### config.mk
export PLATFORM = sky130hd
export DESIGN_NAME = mem_request_arbiter
export DESIGN_NICKNAME = d
export VERILOG_FILES = /design/src/rtl/mem_request_arbiter.sv
export SDC_FILE = /design/constraint.sdc
export NUM_CORES = 1
export LEC_CHECK = 0
export BUFFER_PORTS_ARGS = -buffer_cell sky130_fd_sc_hd__buf_2
export CORE_AREA = 2 2 104 106
export DETAILED_ROUTE_END_ITERATION = 10
export DIE_AREA = 0 0 106 108
export GPL_TIMING_DRIVEN = 1
export PLACE_DENSITY = 0.61
export SETUP_SLACK_MARGIN = 0.4
export SKIP_LAST_GASP = 1
export SLEW_MARGIN = 20
export SYNTH_ARGS = -nofsm -noshare
export SYNTH_HDL_FRONTEND = slang
export SYNTH_SLANG_ARGS = --single-unit
### constraint.sdc
create_clock -name CLK -period 2.8 [get_ports CLK]
set_input_delay 0.56 -clock CLK [delete_from_list [all_inputs] [get_ports CLK]]
set_output_delay 0.56 -clock CLK [all_outputs]
set_load 0.05 [all_outputs]
### src/rtl/mem_request_arbiter.sv
// Shares one single-ported RAM between the instruction-fetch port and the data port.
// Data requests win. A streak counter forces a pending fetch through after MAX_DSTREAK data grants.
module mem_request_arbiter #(
  parameter int MAX_DSTREAK = 4,
  parameter int SW          = 3
) (
  input  logic        CLK,
  input  logic        RST,
  input  logic        iREN,
  input  logic [31:0] iaddr,
  input  logic        dREN,
  input  logic        dWEN,
  input  logic [31:0] daddr,
  input  logic [31:0] dstore,
  input  logic        ram_ready,
  input  logic [31:0] ramload,
  output logic        iwait,
  output logic        dwait,
  output logic [31:0] iload,
  output logic [31:0] dload,
  output logic        ramREN,
  output logic        ramWEN,
  output logic [31:0] ramaddr,
  output logic [31:0] ramstore
);

  // state  | meaning
  // IDLE   | no access driven; choose the next grant
  // DGRANT | data port owns the RAM until ram_ready or abort
  // IGRANT | fetch port owns the RAM until ram_ready or abort
  typedef enum logic [1:0] {IDLE, DGRANT, IGRANT} state_t;

  localparam logic [SW-1:0] STREAK_MAX = SW'(MAX_DSTREAK);

  state_t        state, nextState;
  logic [SW-1:0] streak, nextStreak;
  logic          forceI;

  assign iload = ramload;
  assign dload = ramload;

  always_ff @(posedge CLK or posedge RST) begin
    if (RST) begin
      state  <= IDLE;
      streak <= '0;
    end else begin
      state  <= nextState;
      streak <= nextStreak;
    end
  end

  always_comb begin
    nextState  = state;
    nextStreak = streak;
    forceI     = (streak == STREAK_MAX) & iREN;
    iwait      = 1'b1;
    dwait      = 1'b1;
    ramREN     = 1'b0;
    ramWEN     = 1'b0;
    ramaddr    = '0;
    ramstore   = '0;
    case (state)
      IDLE: begin
        if (forceI)            nextState = IGRANT;
        else if (dREN | dWEN)  nextState = DGRANT;
        else if (iREN)         nextState = IGRANT;
      end
      DGRANT: begin
        ramaddr  = daddr;
        ramstore = dstore;
        // A dropped request abandons the access without touching the streak.
        if (!(dREN | dWEN)) begin
          nextState = IDLE;
        end else begin
          ramWEN = dWEN;
          ramREN = ~dWEN;
          dwait  = ~ram_ready;
          if (ram_ready) begin
            nextState = IDLE;
            if (!iREN)                    nextStreak = '0;
            else if (streak != STREAK_MAX) nextStreak = streak + 1'b1;
          end
        end
      end
      IGRANT: begin
        ramaddr = iaddr;
        if (!iREN) begin
          nextState = IDLE;
        end else begin
          ramREN = 1'b1;
          iwait  = ~ram_ready;
          if (ram_ready) begin
            nextState  = IDLE;
            nextStreak = '0;
          end
        end
      end
      default: nextState = IDLE;
    endcase
  end

endmodule

==> impl_metrics.env <==
export IMPL_status="finished, final reports clean"
export IMPL_maxCapViolCount=0
export IMPL_timing_fmax_mhz=436.6
export IMPL_cts_buffers=3
export IMPL_first_pass_iters=6
export IMPL_grt_overflow=0
export IMPL_async_flop_share=1.000
export IMPL_drt_wl_total_mm=6.016
export IMPL_ir_drop_mv=0.4168
export IMPL_powerDensity_mw_per_mm2=1228
export IMPL_clockRootBuffer="clkbuf_8"
export IMPL_worstMarginPinSlew_ns=0.2828
export IMPL_port_buffers=169
export IMPL_finalClockSkew_ns=0.001444
export IMPL_cp_start_kind="flip-flop"
export IMPL_ant_nets=0
export IMPL_slew_headroom=0.8111
export IMPL_cp_required_ns=2.24
export IMPL_crit_arrival_ns=1.73
export IMPL_gp_congestion=0.7156
export IMPL_n_antenna_cell=0
export IMPL_place_area_mm2=0.002192
export IMPL_die_y_um=108
export IMPL_via_count=1824
export IMPL_worstHoldPathType="in -> async"
export IMPL_cp_slowest_stage_delay_ns=0.43
export IMPL_setup_tns_ns=0
export IMPL_path_buf_inv=3
export IMPL_leakage_nw=1.220
export IMPL_synth_top_area_frac=0.2961
export IMPL_dp_slack_ns=0.5073
export IMPL_vias_per_cell=4.000
export IMPL_syn_num_nets=361
export IMPL_grt_start_max_net_pins=61
export IMPL_avgRoutedWirePerCell_um=13.19
export IMPL_synthFlopType="dfrtp_1"
export IMPL_initialDrtViolationCount=62
export IMPL_row_count=37
export IMPL_ios=266
export IMPL_worst_skew_pair_late_latency_ns=0.22
export IMPL_netlist_top_cells_area="buf_4, a22oi_1, and2_1"
export IMPL_areaGrowthSynthToFinish_pct=44.18
export IMPL_grt_pass1_wl_mm=8.376
export IMPL_die_w_um=106
export IMPL_yosys_area_top_type="buf_4"
export IMPL_hold_violations=0
export IMPL_synth_commonest_cells="buf_4, and2_1, nor2b_1, a22oi_1, clkbuf_1"
export IMPL_period_share=0.8180
export IMPL_seq_area_frac_synth=0.07710
export IMPL_clockBufferDepth=2
export IMPL_crit_type="reg -> out"
export IMPL_clk_pin_slew_ns=0.03
export IMPL_drive_gt1_frac=0.6313
export IMPL_nets=461
export IMPL_n_fill_cell=1115
export IMPL_cts_tree="built"
export IMPL_cpMaxStageDelayCell="dfrtp_2"
export IMPL_syn_avg_cell_area_um2=7.343
export IMPL_syn_cell_area_mm2=0.001623
export IMPL_crit_chain="inv_1 > ha_4 > buf_12 > a22oi_1 > nor2b_1 > buf_2"
export IMPL_fin_ws_ns=0.5096
export IMPL_crit_fanout=29
export IMPL_drc=0
export IMPL_die_area_mm2=0.01145
export IMPL_grtUsageTotal=0.08897
export IMPL_synth_cell_types=28
export IMPL_clock_sinks=5
export IMPL_rsz0062_at_grt="no"
export IMPL_dp_hpwl_mm=4.719
export IMPL_antenna_found_initial=0
export IMPL_initial_core_util=0.1586
export IMPL_netlist_instances=221
export IMPL_core_area_mm2=0.01023
export IMPL_synth_most_common_cell="buf_4"
export IMPL_period_needed_ns=2.290
export IMPL_cts_hold_buf=0
export IMPL_grt_pass1_vias=1727
export IMPL_postLayoutCellArea_mm2=0.002340
export IMPL_ys_ff_latch=5
export IMPL_synth_edf_count=0
export IMPL_crit_family="buffers and inverters"
export IMPL_setup_viol=0
export IMPL_maxSlewViolCount=0
export IMPL_htreeDepth=1
export IMPL_critPathCaptureType="output pin"
export IMPL_ys_warn_count=0
-- layer usage --
layer  part of all wire  track usage  wire (um)  vias up
met5                  0            0          0        -
met4              0.021      0.03195        128        0
met3              0.089      0.02110        535       28
met2               0.51       0.1590       3074       95
met1               0.38       0.1039       2277      823
li1                   -            -          -      878
-- layout make-up --
type / instances / area, um2 / area share
multi-input combinational: 132 / 1007 / 0.4305
timing repair buffer: 174 / 970.9 / 0.4150
tap: 136 / 170.2 / 0.07273
sequential: 5 / 127.6 / 0.05455
clock buffer: 4 / 45.04 / 0.01925
inverter: 5 / 18.77 / 0.008021
-- placed cells by master (no fill, tap or decap), types with 2 or more instances in the layout --
| master | n |
|---|---|
| clkbuf_4 | 11 |
| ha_4 | 2 |
| nand2_1 | 2 |
| nor3b_1 | 2 |
| ha_1 | 4 |
| and2_1 | 33 |
| or2b_1 | 2 |
| dfrtp_2 | 2 |
| o21ai_0 | 2 |
| clkbuf_8 | 3 |
| a22oi_1 | 32 |
| a22o_1 | 2 |
| nor2b_2 | 18 |
| nor2_1 | 2 |
| dfrtp_1 | 3 |
| nand3b_1 | 3 |
| nor2b_1 | 15 |
| buf_4 | 2 |
| inv_1 | 5 |
| nand3_1 | 2 |
| buf_2 | 157 |
| a211o_1 | 2 |
-- final timing paths --
path,slack [ns],to,cells after the start,start
max,0.51,ramaddr[0],6,state[0]
min,0.24,streak[0],2,RST
max reg2reg,0.87,streak[0],7,state[0]
min reg2reg,0.53,streak[2],1,streak[2]
max in group asynchronous,2.36,state[1],2,RST
min in group CLK,0.53,streak[2],1,streak[2]
-- state kept, by name (all words and copies together), names as in the netlist --
register	count
state	2
streak	3
-- metrics by stage --
step	instances	power, W	hold WS [ns]	util
2_1_floorplan	221	0.002287	0.3385	-
3_3_place_gp	450	0.002577	0.4706	0.2143
3_5_place_dp	450	0.002608	0.4779	0.2143
4_1_cts	454	0.002792	0.2442	0.2215
5_1_grt	456	0.003068	0.2656	0.2287
6_report	456	0.002873	0.2410	0.2287
-- power breakdown --
part           switching (W)  leakage (nW)  internal, W
Clock              0.0000330        0.0228    0.0000975
Combinational        0.00173          1.14     0.000865
Sequential         0.0000365        0.0594     0.000107
Total                0.00180          1.22      0.00107
-- cell families after synthesis --
group / after synthesis / synth area share
buf+inv: 84 / 0.3454
simple gates: 81 / 0.3092
flops: 5 / 0.07710
compound gates: 43 / 0.2066
mux: 2 / 0.01542
fa+ha+maj: 6 / 0.04626
-- repair_timing --
item,CTS,global route
cloned,0,1
setup buffers,0,1
setup endpoints to repair,26,34
gates resized for setup,5,15
Power figures use the tool's default switching activity.
